## src/rtl/pose_judge_pkg.sv

```systemverilog
// Shared pose codes, judge FSM encodings and score helpers for pose_judge and the boss side.
package pose_judge_pkg;

  typedef logic [1:0] pose_t;
  typedef logic [2:0] judge_state_t;

  localparam pose_t POSE_UP      = 2'b11;
  localparam pose_t POSE_DOWN    = 2'b00;
  localparam pose_t POSE_LEFTUP  = 2'b10;
  localparam pose_t POSE_RIGHTUP = 2'b01;

  localparam judge_state_t ST_IDLE  = 3'd0;
  localparam judge_state_t ST_ARMED = 3'd1;
  localparam judge_state_t ST_HOLD  = 3'd2;
  localparam judge_state_t ST_HIT   = 3'd3;
  localparam judge_state_t ST_MISS  = 3'd4;
  localparam judge_state_t ST_OVER  = 3'd5;

  // Two-digit BCD increment, saturating at 99.
  function automatic logic [7:0] bcd_inc(input logic [7:0] bcd);
    logic [7:0] r;
    r = bcd;
    if (bcd == 8'h99) r = bcd;
    else if (bcd[3:0] == 4'd9) r = {bcd[7:4] + 4'd1, 4'd0};
    else r = {bcd[7:4], bcd[3:0] + 4'd1};
    return r;
  endfunction

  // Active-low segments {g,f,e,d,c,b,a}.
  function automatic logic [6:0] seg7(input logic [3:0] d);
    logic [6:0] s;
    case (d)
      4'd0: s = 7'b1000000;
      4'd1: s = 7'b1111001;
      4'd2: s = 7'b0100100;
      4'd3: s = 7'b0110000;
      4'd4: s = 7'b0011001;
      4'd5: s = 7'b0010010;
      4'd6: s = 7'b0000010;
      4'd7: s = 7'b1111000;
      4'd8: s = 7'b0000000;
      4'd9: s = 7'b0010000;
      default: s = 7'b1111111;
    endcase
    return s;
  endfunction

endpackage

```

## src/rtl/pose_judge_if.sv

```systemverilog
// Boss <-> judge link: boss pose and round tick in, player pose and hit strobes back.
interface pose_judge_if;
  import pose_judge_pkg::*;

  pose_t boss_pose;
  logic  boss_tick;
  pose_t player_pose;
  logic  right;
  logic  hit_pulse;

  modport master (output boss_pose, output boss_tick,
                  input player_pose, input right, input hit_pulse);
  modport slave  (input boss_pose, input boss_tick,
                  output player_pose, output right, output hit_pulse);
endinterface

```

## src/rtl/pose_judge_switch_debounce.sv

```systemverilog
// One-bit 2-flop synchronizer plus debounce; accepts a change after DEBOUNCE_CYC stable cycles.
module switch_debounce #(
  parameter int unsigned DEBOUNCE_CYC = 50000
) (
  input  logic clk,
  input  logic reset,
  input  logic raw,
  output logic deb
);
  localparam int unsigned CntW = $clog2(DEBOUNCE_CYC);

  logic            sync1_q, sync2_q, deb_q, deb_d;
  logic [CntW-1:0] cnt_q, cnt_d;

  // For a single bit, any change of the synced value while counting returns it to deb_q,
  // so the equality test alone restarts the count.
  always_comb begin
    deb_d = deb_q;
    cnt_d = '0;
    if (sync2_q != deb_q) begin
      if (cnt_q == CntW'(DEBOUNCE_CYC - 1)) deb_d = sync2_q;
      else cnt_d = cnt_q + 1'b1;
    end
  end

  always_ff @(posedge clk or negedge reset) begin
    if (!reset) begin
      sync1_q <= 1'b0;
      sync2_q <= 1'b0;
      deb_q   <= 1'b0;
      cnt_q   <= '0;
    end else begin
      sync1_q <= raw;
      sync2_q <= sync1_q;
      deb_q   <= deb_d;
      cnt_q   <= cnt_d;
    end
  end

  assign deb = deb_q;
endmodule

```

## src/rtl/pose_judge.sv

```systemverilog
// Player pose judge: debounced switches vs boss pose per round, BCD score, misses, game over.
// Optional 7-segment score outputs when JUDGE_SEG_EN is defined.
module pose_judge
  import pose_judge_pkg::*;
#(
  parameter int unsigned DEBOUNCE_CYC = 50000,
  parameter int unsigned HOLD_CYC     = 1000,
  parameter int unsigned WINDOW_CYC   = 150000,
  parameter int unsigned MAX_MISS     = 5
) (
  input  logic         clk,
  input  logic         reset,
  input  logic         sw_left,
  input  logic         sw_right,
  pose_judge_if.slave  bus,
  output logic [3:0]   score_ones,
  output logic [3:0]   score_tens,
  output logic [3:0]   miss_count,
  output logic         game_over
`ifdef JUDGE_SEG_EN
  ,
  output logic [6:0]   seg_ones,
  output logic [6:0]   seg_tens
`endif
);
  localparam int unsigned WinW  = $clog2(WINDOW_CYC);
  localparam int unsigned HoldW = (HOLD_CYC > 1) ? $clog2(HOLD_CYC) : 1;

  logic left_deb, right_deb;
  pose_t player_pose;

  switch_debounce #(.DEBOUNCE_CYC(DEBOUNCE_CYC)) u_deb_left (
    .clk(clk), .reset(reset), .raw(sw_left), .deb(left_deb)
  );
  switch_debounce #(.DEBOUNCE_CYC(DEBOUNCE_CYC)) u_deb_right (
    .clk(clk), .reset(reset), .raw(sw_right), .deb(right_deb)
  );
  assign player_pose = {left_deb, right_deb};

  judge_state_t     state_q, state_d;
  logic [WinW-1:0]  win_q, win_d;
  logic [HoldW-1:0] hold_q, hold_d;
  logic [HoldW:0]   hold_inc;
  logic             tick_q, right_q, right_d, hit_q, hit_d, over_q, over_d;
  logic [7:0]       score_q, score_d;
  logic [3:0]       miss_q, miss_d;
  logic             tick_rise, match, win_exp, do_hit, do_miss;

  assign tick_rise = bus.boss_tick & ~tick_q;
  assign match     = (player_pose == bus.boss_pose);
  assign win_exp   = (win_q == WinW'(WINDOW_CYC - 1));
  assign hold_inc  = (state_q == ST_HOLD) ? {1'b0, hold_q} + 1'b1 : (HoldW + 1)'(1);

  always_comb begin
    state_d = state_q;
    win_d   = win_q;
    hold_d  = hold_q;
    right_d = right_q;
    over_d  = over_q;
    miss_d  = miss_q;
    score_d = score_q;
    hit_d   = 1'b0;
    do_hit  = 1'b0;
    do_miss = 1'b0;
    if (state_q != ST_OVER && miss_q == 4'(MAX_MISS)) begin
      state_d = ST_OVER;
      over_d  = 1'b1;
    end else begin
      case (state_q)
        ST_IDLE: if (tick_rise) begin
          state_d = ST_ARMED;
          win_d   = '0;
          hold_d  = '0;
        end
        ST_ARMED, ST_HOLD: begin
          if (tick_rise) begin
            // Round outran the window: charge a miss and restart immediately.
            do_miss = 1'b1;
            state_d = ST_ARMED;
            win_d   = '0;
            hold_d  = '0;
          end else if (win_exp) begin
            do_miss = 1'b1;
            state_d = ST_MISS;
          end else begin
            win_d = win_q + 1'b1;
            if (!match) begin
              state_d = ST_ARMED;
              hold_d  = '0;
            end else if (hold_inc == (HoldW + 1)'(HOLD_CYC)) begin
              do_hit  = 1'b1;
              state_d = ST_HIT;
            end else begin
              state_d = ST_HOLD;
              hold_d  = hold_inc[HoldW-1:0];
            end
          end
        end
        ST_HIT, ST_MISS: if (tick_rise) begin
          right_d = 1'b0;
          state_d = ST_ARMED;
          win_d   = '0;
          hold_d  = '0;
        end
        ST_OVER: ;
        default: state_d = ST_IDLE;
      endcase
    end
    if (do_hit) begin
      hit_d   = 1'b1;
      right_d = 1'b1;
      score_d = bcd_inc(score_q);
    end
    if (do_miss) miss_d = miss_q + 4'd1;
  end

  always_ff @(posedge clk or negedge reset) begin
    if (!reset) begin
      state_q <= ST_IDLE;
      win_q   <= '0;
      hold_q  <= '0;
      tick_q  <= 1'b0;
      right_q <= 1'b0;
      hit_q   <= 1'b0;
      over_q  <= 1'b0;
      score_q <= '0;
      miss_q  <= '0;
    end else begin
      state_q <= state_d;
      win_q   <= win_d;
      hold_q  <= hold_d;
      tick_q  <= bus.boss_tick;
      right_q <= right_d;
      hit_q   <= hit_d;
      over_q  <= over_d;
      score_q <= score_d;
      miss_q  <= miss_d;
    end
  end

  assign bus.player_pose = player_pose;
  assign bus.right       = right_q;
  assign bus.hit_pulse   = hit_q;
  assign score_ones      = score_q[3:0];
  assign score_tens      = score_q[7:4];
  assign miss_count      = miss_q;
  assign game_over       = over_q;

`ifdef JUDGE_SEG_EN
  logic [6:0] seg_ones_q, seg_tens_q;

  always_ff @(posedge clk or negedge reset) begin
    if (!reset) begin
      seg_ones_q <= '0;
      seg_tens_q <= '0;
    end else begin
      seg_ones_q <= seg7(score_q[3:0]);
      seg_tens_q <= seg7(score_q[7:4]);
    end
  end

  assign seg_ones = seg_ones_q;
  assign seg_tens = seg_tens_q;
`endif
endmodule

```

## src/flat_wrapper.sv

```systemverilog
// flat-port wrapper written by rule: the top's interface ports become plain ports
module pose_judge_flat import pose_judge_pkg::*;
#(
  parameter int unsigned DEBOUNCE_CYC = 50000,
  parameter int unsigned HOLD_CYC     = 1000,
  parameter int unsigned WINDOW_CYC   = 150000,
  parameter int unsigned MAX_MISS     = 5
)
  (clk, reset, sw_left, sw_right, score_ones, score_tens, miss_count, game_over, bus_boss_pose, bus_boss_tick, bus_player_pose, bus_right, bus_hit_pulse);
  pose_judge_if bus_i ();
  input  logic clk;
  input  logic reset;
  input  logic sw_left;
  input  logic sw_right;
  output logic [3:0] score_ones;
  output logic [3:0] score_tens;
  output logic [3:0] miss_count;
  output logic game_over;
  input wire logic [$bits(bus_i.boss_pose)-1:0] bus_boss_pose;
  input wire logic [$bits(bus_i.boss_tick)-1:0] bus_boss_tick;
  output wire logic [$bits(bus_i.player_pose)-1:0] bus_player_pose;
  output wire logic [$bits(bus_i.right)-1:0] bus_right;
  output wire logic [$bits(bus_i.hit_pulse)-1:0] bus_hit_pulse;
  assign bus_i.boss_pose = bus_boss_pose;
  assign bus_i.boss_tick = bus_boss_tick;
  assign bus_player_pose = bus_i.player_pose;
  assign bus_right = bus_i.right;
  assign bus_hit_pulse = bus_i.hit_pulse;
  pose_judge #(.DEBOUNCE_CYC(DEBOUNCE_CYC), .HOLD_CYC(HOLD_CYC), .WINDOW_CYC(WINDOW_CYC), .MAX_MISS(MAX_MISS)) u_core (.clk(clk), .reset(reset), .sw_left(sw_left), .sw_right(sw_right), .bus(bus_i), .score_ones(score_ones), .score_tens(score_tens), .miss_count(miss_count), .game_over(game_over));
endmodule
```

## config.mk

```make
export PLATFORM = sky130hd
export DESIGN_NAME = pose_judge_flat
export DESIGN_NICKNAME = d
export VERILOG_FILES = /design/src/rtl/pose_judge_pkg.sv /design/src/rtl/pose_judge_if.sv /design/src/rtl/pose_judge_switch_debounce.sv /design/src/rtl/pose_judge.sv /design/src/flat_wrapper.sv
export SDC_FILE = /design/constraint.sdc
export NUM_CORES = 1
export LEC_CHECK = 0
export CAP_MARGIN = 20
export CORE_AREA = 3 3 124 102
export CTS_BUF_LIST = sky130_fd_sc_hd__clkbuf_4 sky130_fd_sc_hd__clkbuf_8
export DETAILED_ROUTE_END_ITERATION = 7
export DIE_AREA = 0 0 127 105
export SLEW_MARGIN = 20
export SYNTH_ARGS = -nofsm -noshare
export SYNTH_HDL_FRONTEND = slang
export SYNTH_SLANG_ARGS = --single-unit
```

## constraint.sdc

```tcl
create_clock -name clk -period 7.05 [get_ports clk]
set_clock_uncertainty 0.2 [all_clocks]
set_input_delay 1.0575 -clock clk [delete_from_list [all_inputs] [get_ports clk]]
set_output_delay 1.0575 -clock clk [all_outputs]
set_load 0.02 [all_outputs]
```

Word-level counts from Yosys, hierarchy flattened
Cells that the tools add are included.
- input port bits: 7
- word-level logic and storage cells: 105
- register bits after elaboration: 85
- equal/unequal tests: 22
- $add $sub $neg: 7
- bitwise gates (word level): 4
- multiplexer cells: 38
- reductions and logical operators: 16
- operators by type and width (cell ; number):
    $mux 16 ; 4
    $mux 18 ; 3
    $mux 10 ; 5
    $pmux 18 s2 ; 1
    $add 16x1->16 const B ; 2
    $eq 16x16->1 const B ; 2
    $pmux 10 s2 ; 1
    $add 18x1->18 const B ; 1
    $eq 18x18->1 const B ; 1
    $mux 1 ; 16
    $mux 3 ; 5
    $add 4x1->4 const B ; 3
    $add 10x1->11 const B ; 1
    $eq 11x10->1 const B ; 1
    $mux 11 ; 1
    $pmux 3 s3 ; 1
    $eq 8x8->1 const B ; 1
    $reduce_and 2->1 ; 4
    $eq 3x2->1 const B ; 2
    $eq 3x3->1 const B ; 2
    $ne 2x1->1 const B ; 3
    $reduce_and 3->1 ; 2
    $reduce_bool 2->1 ; 3
    $reduce_and 5->1 ; 1
    17 further kinds ; 21

Logic depth before layout (Yosys ltp)
Gate-level depths: netlist of the first run.
- word-level depth: 11
- mapped depth: 10
- depth with buffers taken out: 8

By module
From an unflattened synthesis of the first run, not the netlist that was laid out.
- cell total of the unflattened synthesis: 463
- area total of the unflattened synthesis: 4620.7 um^2
- modules (own cells, without submodules) (module ; area an instance (um^2) ; seq. area each (um^2) ; times used ; cells an instance):
    pose_judge ; 2783.9 ; 1176.1 ; 1 ; 295
    switch_debounce (u_core.u_deb_left) ; 937.1 ; 475.5 ; 1 ; 83
    switch_debounce (u_core.u_deb_right) ; 899.6 ; 475.5 ; 1 ; 85

Least setup slack after synthesis of the first run
No wires, ideal clock.
- path type: input to register
- start: input bus_boss_pose[0]
- end: register u_core.hold_q[3]
- slack: 4144 ps
- buffers on the path: 1
- arrival: 2626 ps
- setup time: 80 ps
- data required time: 6770 ps
- stages on the path: 7
- path through: xor2_1 > nor3_2 > nand2_1 > or3_1 > buf_2 > or4_1 > o211ai_2
- longest elaborated chain between the ends: 5
- elaborated cells on any way between the ends: 7
- those cells by class: 2 x eq/ne; 4 x mux; 1 x reduce/logical
- ends and longest elaborated chain (element ; RTL line ; RTL):
    start: declaration ; flat_wrapper.sv:19 ; input wire logic [$bits(bus_i.boss_pose)-1:0] bus_boss_pose;
    $eq 2x2->1 * ; pose_judge.sv:50 ; assign match = (player_pose == bus.boss_pose);
    $mux 10 ; pose_judge.sv:87 ; if (!match) begin
    $mux 10 ; pose_judge.sv:82 ; end else if (win_exp) begin
    $mux 10 ; pose_judge.sv:76 ; if (tick_rise) begin
    $pmux 10 s2 ; pose_judge.sv:69 ; case (state_q)
    end signal: assignment ; pose_judge.sv:131 ; hold_q <= hold_d;
    end: declaration ; pose_judge.sv:42 ; logic [HoldW-1:0] hold_q, hold_d;
Mark *: on every way between the ends. The rest lies on a longest branch, timed or not. The select of a mux whose other input is x is not followed.
A chain may end at the register's enable or synchronous reset.

Worst setup path after layout of the first run
- start: input bus_boss_tick
- end: register u_core.hold_q[0]
- longest elaborated chain between the ends: 3
- elaborated cells on any way between the ends: 7
- those cells by class: 3 x eq/ne; 2 x mux; 1 x bitwise; 1 x reduce/logical
- ends and longest elaborated chain (element ; RTL line ; RTL):
    start: declaration ; flat_wrapper.sv:20 ; input wire logic [$bits(bus_i.boss_tick)-1:0] bus_boss_tick;
    $and 1x1->1 * ; pose_judge.sv:49 ; assign tick_rise = bus.boss_tick & ~tick_q;
    $ne 4x3->1 (no source line) (tied with other cells) ; - ;
    $reduce_and 5->1 (no source line) / $pmux 10 s2 (equally long branches) ; - ;
Mark *: on every way between the ends. The rest lies on a longest branch, timed or not.

==> flow_summary_export.csv, run 1 <==
group,metric,value,unit
drt,drt_drc_violations_left,0,
placement,dp.cells,628,
synthesis,yosys-top-cells-area,"dfrtp_1 46%, xnor2_1 5.5%, nor2_1 5.0%, nand3_1 4.3%, xor2_1 4.2%",
synthesis,yosys.area.top_type,"dfrtp_1",
worst_hold_path,hold_path.class,"register to register",
clock_network,cts_tree,"built",
synthesis,synth_area,4590,um^2
setup_path,critical_path_required,7.11,ns
layout,final_layout_size_suffix_gt1_frac,0.0605,
synthesis,syn_nets,492,
clock_network,cts_setup_buffers,0,
outcome,status,"finished, final reports clean",
sta,rsz0062_at_grt,"false",
setup_path,critical_path_class,"input pin to register",
floorplanning,fp.dieW,127,um
grt,grt_pass1_vias,3270,
layout,area_growth,11.1,%
drt,drtIter0Drc,285,
setup_path,crit_arrival,3.55,ns
synthesis,yosysWarnings,0,
sta,setup_tns,0,ns
synthesis,yosysUniqueCellTypes,62,
synthesis,synthCells,477,
synthesis,synthTopCellsByCount,"85 x dfrtp_1, 61 x nor2_1, 39 x nand3_1",
layout,nFillCells,1116,
sta,max_freq,0.287,GHz
grt,antenna_found_initial,0,
synthesis,avgSynthCellArea,9.61,um^2
clock_network,insertion_delay,0.37,ns
flow_run,drv_cap,0,
power_and_ir_drop,pwr_density_cell,210,nW/um^2
drt,ant_nets,0,
setup_path,crit_path_end_kind,"register",
power_and_ir_drop,p_leak,2.21,nW
grt,grt_max_degree,86,
grt,overflow,0,
layout,antenna_cells,0,
layout,layout.nets,506,
floorplanning,die_h,105,um
sta,max_slew_margin,0.404,
clock_network,cts_resized,0,
grt,grt_usage,0.146,
clock_network,htreeDepth,3,
synthesis,synth_top_area_share,0.464,
setup_path,start_kind,"input pin",
synthesis,synth.yosys.seq_area_share,0.464,
clock_network,clk_pin_slew,0.09,ns
layout,final_cells,644,
drt,num_vias,3453,
synthesis,yosysMostFrequentCell,"dfrtp_1",
clock_network,cts-root-buf,"clkbuf_8",
sta,final_hold_viol_count,0,
setup_path,worstPathMaxFanout,18,
floorplanning,num_rows,35,
drt,wirelength,9180,um
sta,period_share,0.495,
placement,place_congestion,0.861,
setup_path,reg2reg_from,"u_core.hold_q[0]",
power_and_ir_drop,ir_worst_vdd,72.0,uV
setup_path,crit_start,"bus_boss_tick",
floorplanning,core_region_area,11500,um^2
drt,viasPerCell,5.36,
clock_network,cts_buffers,9,
sta,period_needed,3.49,ns
synthesis,synth_ff_type,"dfrtp_1",
placement,pre_cts_slack,3.17,ns
synthesis,ys_ff_latch,85,
power_and_ir_drop,power.total,0.00107,W
synthesis,synth-edff-count,0,
drt,firstDrtPassIters,4,
sta,whs,0.159,ns
clock_network,clk_path_buf_depth,2,
floorplanning,start_util,0.400,
synthesis,async_flop_share,1.00,
sta,worstMarginPinSlew,0.888,ns
sta,setup-violations-final,0,
drt,wire_per_inst,14.3,um
clock_network,hold_buffers,0,
sta,maxSlewViolCount,0,
floorplanning,ioPinCount,24,
grt,grt_pass1_wl,16000,um
placement,io_buffers,23,
worst_hold_path,hold_start,"u_core.u_deb_right.sync1_q",
sta,worst_slack,3.56,ns
clock_network,cts_num_sinks,85,
placement,hpwl,6280,um
floorplanning,die_area,13300,um^2
## report_power, final
group | leakage, nW | internal (W) | switching [W]
Combinational | 0.966 | 0.0000639 | 0.0000798
Sequential | 1.13 | 0.000518 | 0.0000407
Clock | 0.110 | 0.000173 | 0.000195
Total | 2.21 | 0.000755 | 0.000315
## critical path: stages
cell             delay, ns
clkdlybuf4s50_1       0.48
nand2b_4              0.15
a21oi_1               0.08
o21ai_1               0.72
or2_1                 0.64
a21oi_4               0.08
mux2_4                0.33
## sequential cells by signal, indices dropped and copies added (netlist names)
| register | cells |
|---|---|
| u_core.miss_count | 4 |
| u_core.win_q | 18 |
| u_core.score_q | 8 |
| u_core.u_deb_left.sync1_q | 1 |
| u_core.game_over | 1 |
| u_core.u_deb_right.sync1_q | 1 |
| u_core.u_deb_left.sync2_q | 1 |
| u_core.tick_q | 1 |
| u_core.u_deb_left.cnt_q | 16 |
| u_core.u_deb_right.deb | 1 |
| u_core.bus.right | 1 |
| u_core.u_deb_right.sync2_q | 1 |
| u_core.u_deb_right.cnt_q | 16 |
| u_core.state_q | 3 |
| u_core.hold_q | 10 |
| u_core.bus.hit_pulse | 1 |
| u_core.u_deb_left.deb | 1 |
## per-stage QoR
step / utilization / area, um^2
floorplan: - / 4590
global placement: 0.425 / 4880
detailed placement: 0.425 / 4880
CTS: 0.444 / 5090
global route: 0.444 / 5090
finish: 0.444 / 5090
## final cells by class
cell class | instances | area [um^2] | area share
Clock buffer | 9 | 124 | 0.0243
Clock inverter | 7 | 86.3 | 0.0169
Inverter | 16 | 60.1 | 0.0118
Multi-Input combinational cell | 356 | 2280 | 0.448
Sequential cell | 85 | 2130 | 0.417
Tap cell | 148 | 185 | 0.0363
Timing Repair Buffer | 23 | 231 | 0.0454
## final timing paths
check | endpoint | slack, ns | cells after the start
max in group asynchronous | u_core.u_deb_left.cnt_q[2] | 5.61 | 1
worst min-delay path | u_core.u_deb_right.sync2_q | 0.16 | 0
worst min register to register | u_core.u_deb_right.sync2_q | 0.16 | 0
min in group asynchronous | u_core.score_q[7] | 0.53 | 1
worst max-delay path | u_core.hold_q[0] | 3.56 | 7
worst max register to register | u_core.score_q[0] | 3.85 | 7
## cell families after synthesis
group / count (synthesis) / share of synthesized area
muxes: 8 / 0.0196
AOI/OAI and AO/OA: 62 / 0.0950
buffers and inverters: 36 / 0.0387
and+or+nand+nor: 227 / 0.264
xor gates and xnor gates: 51 / 0.0974
adders and majority gates: 8 / 0.0218
DFF: 85 / 0.464
## routing by layer
layer	track usage	share of wire
met5	0	0
met2	0.222	0.46
met3	0.0312	0.030
met4	0.0505	0.014
met1	0.205	0.50
## placed cells by master, fill, tap and decap left out, drive strengths merged, types with 3 or more instances in the layout
cell,netlist,layout
a211oi,3,3
a21o,3,3
a21oi,9,9
and2,4,4
and3,17,17
and4,7,7
clkbuf,8,9
clkdlybuf4s50,0,22
dfrtp,85,85
ha,8,8
inv,16,21
mux2,5,5
mux2i,3,3
nand2,32,32
nand2b,6,6
nand3,39,39
nand3b,3,3
nand4,8,8
nor2,61,61
nor2b,5,5
nor3,9,9
nor3b,4,4
nor4,13,13
nor4b,4,4
o21ai,21,21
o31ai,6,6
or3,6,6
or4,3,3
xnor2,29,29
xor2,22,22
No activity file was read; power rests on OpenSTA's default activity.
==> run 2: changes to the inputs <==
==> constraint.sdc (replaced) <==
create_clock -name clk -period 3.6 [get_ports clk]
set_clock_uncertainty 0.2 [all_clocks]
set_input_delay 0.54 -clock clk [delete_from_list [all_inputs] [get_ports clk]]
set_output_delay 0.54 -clock clk [all_outputs]
set_load 0.02 [all_outputs]
==> flow_summary_export.csv, run 2 (synthesis results as in run 1) <==
group,metric,value,unit
outcome,status,"finished, final reports clean",
clock_network,cts-root-buf,"clkbuf_8",
sta,period_needed,2.78,ns
sta,max_slew_margin,0.448,
setup_path,crit_arrival,2.84,ns
setup_path,path_cells,"ha_1 > and4_1 > and2_1 > and4_4 > or2_1 > or4_1 > o311ai_1",
clock_network,cts_setup_buffers,0,
sta,worst_slack,0.818,ns
layout,final_cells,648,
drt,num_vias,3481,
power_and_ir_drop,power.total,0.00210,W
clock_network,cts_tree,"built",
clock_network,hold_buffers,0,
clock_network,htreeDepth,3,
layout,final_layout_size_suffix_gt1_frac,0.0680,
floorplanning,ioPinCount,24,
clock_network,cts_resized,0,
placement,place_congestion,0.915,
drt,wirelength,9370,um
sta,setup-violations-final,0,
grt,grt_max_degree,65,
flow_run,drv_cap,0,
drt,drt_drc_violations_left,0,
layout,layout_common_cells,"85 x dfrtp_1, 61 x nor2_1, 39 x nand3_1, 32 x nand2_1, 29 x xnor2_1",
floorplanning,die_area,13300,um^2
power_and_ir_drop,pwr_density_cell,409,nW/um^2
floorplanning,fp.dieW,127,um
drt,ant_nets,0,
setup_path,slowest_stage,"or4_1",
drt,firstDrtPassIters,4,
sta,worstMarginPinSlew,0.828,ns
layout,area_growth,11.8,%
placement,pre_cts_slack,0.503,ns
drt,viasPerCell,5.37,
setup_path,slowest_delay,0.59,ns
clock_network,cts_num_sinks,85,
layout,nFillCells,1112,
layout,layout.nets,510,
floorplanning,core_region_area,11500,um^2
sta,max_freq,0.359,GHz
clock_network,clk_pin_slew,0.08,ns
drt,drtIter0Drc,291,
layout,final_common_cell,"dfrtp_1",
setup_path,critical_path_required,3.66,ns
grt,grt_pass1_wl,16700,um
setup_path,start_kind,"register",
grt,grt_usage,0.152,
layout,regMostFlops,"u_core.win_q",
grt,overflow,0,
setup_path,crit_path_end_kind,"register",
placement,dp.cells,632,
placement,io_buffers,23,
sta,period_share,0.773,
placement,hpwl,6540,um
layout,antenna_cells,0,
sta,whs,0.0815,ns
sta,maxSlewViolCount,0,
floorplanning,start_util,0.400,
drt,wire_per_inst,14.5,um
clock_network,cts_buffers,9,
clock_network,insertion_delay,0.36,ns
clock_network,clk_path_buf_depth,2,
setup_path,worstPathMaxFanout,18,
power_and_ir_drop,ir_worst_vdd,183,uV
sta,setup_tns,0,ns
setup_path,critical_path_class,"register to register",
floorplanning,die_h,105,um
layout,largest_register_ffs,18,
floorplanning,num_rows,35,
sta,final_hold_viol_count,0,
sta,rsz0062_at_grt,"false",
layout,reg_top3,"u_core.win_q: 18 flops, u_core.u_deb_left.cnt_q: 16 flops, u_core.u_deb_right.cnt_q: 16 flops",
grt,antenna_found_initial,0,
worst_hold_path,hold_path.class,"input pin to async pin",
power_and_ir_drop,p_leak,2.23,nW
grt,grt_pass1_vias,3363,
-- run 2: worst max-delay path: cells and delay by family, from the launching register on --
family / cells / cell delay, ns
and+or+nand+nor: 5 / 1.71
DFF: 1 / 0.42
adders and majority gates: 1 / 0.25
AOI/OAI and AO/OA: 1 / 0.10
-- run 2: layer usage --
| metal | routed length [um] | GRT usage | vias up |
|---|---|---|---|
| met3 | 355 | 0.0419 | 6 |
| li1 | - | - | 1723 |
| met4 | 92 | 0.0391 | 0 |
| met5 | 0 | 0 | - |
| met1 | 4800 | 0.223 | 1697 |
| met2 | 4120 | 0.221 | 55 |
-- run 2: final timing paths --
kind                                            from                          to  slack (ns)  cells past startpoint
setup / recovery                     u_core.win_q[0]            u_core.win_q[10]        0.82                      7
hold reg to reg            u_core.u_deb_left.sync1_q   u_core.u_deb_left.sync2_q        0.16                      0
setup reg to reg                     u_core.win_q[0]            u_core.win_q[10]        0.82                      7
hold / removal                                 reset           u_core.score_q[2]        0.08                      1
min in group clk           u_core.u_deb_left.sync1_q   u_core.u_deb_left.sync2_q        0.16                      0
max in group asynchronous                      reset  u_core.u_deb_left.cnt_q[0]        2.40                      2
-- run 2: metrics by stage --
step / util / cell area, um^2
after CTS: 0.447 / 5130
after detailed placement: 0.428 / 4910
after global placement: 0.428 / 4910
after floorplan: - / 4590
final: 0.447 / 5130
after global routing: 0.447 / 5130
-- run 2: final cells by class --
type,count,area (um^2),share of cell area
multi-input combinational,356,2280,0.445
sequential,85,2130,0.415
timing repair buffer,27,258,0.0503
tap,148,185,0.0361
clock buffer,13,173,0.0337
inverter,16,60.1,0.0117
clock inverter,3,42.5,0.00830
-- run 2: report_power, final --
| group | internal, W | switching [W] | leakage (nW) |
|---|---|---|---|
| Combinational | 0.000129 | 0.000159 | 0.984 |
| Sequential | 0.00101 | 0.0000778 | 1.13 |
| Clock | 0.000384 | 0.000334 | 0.109 |
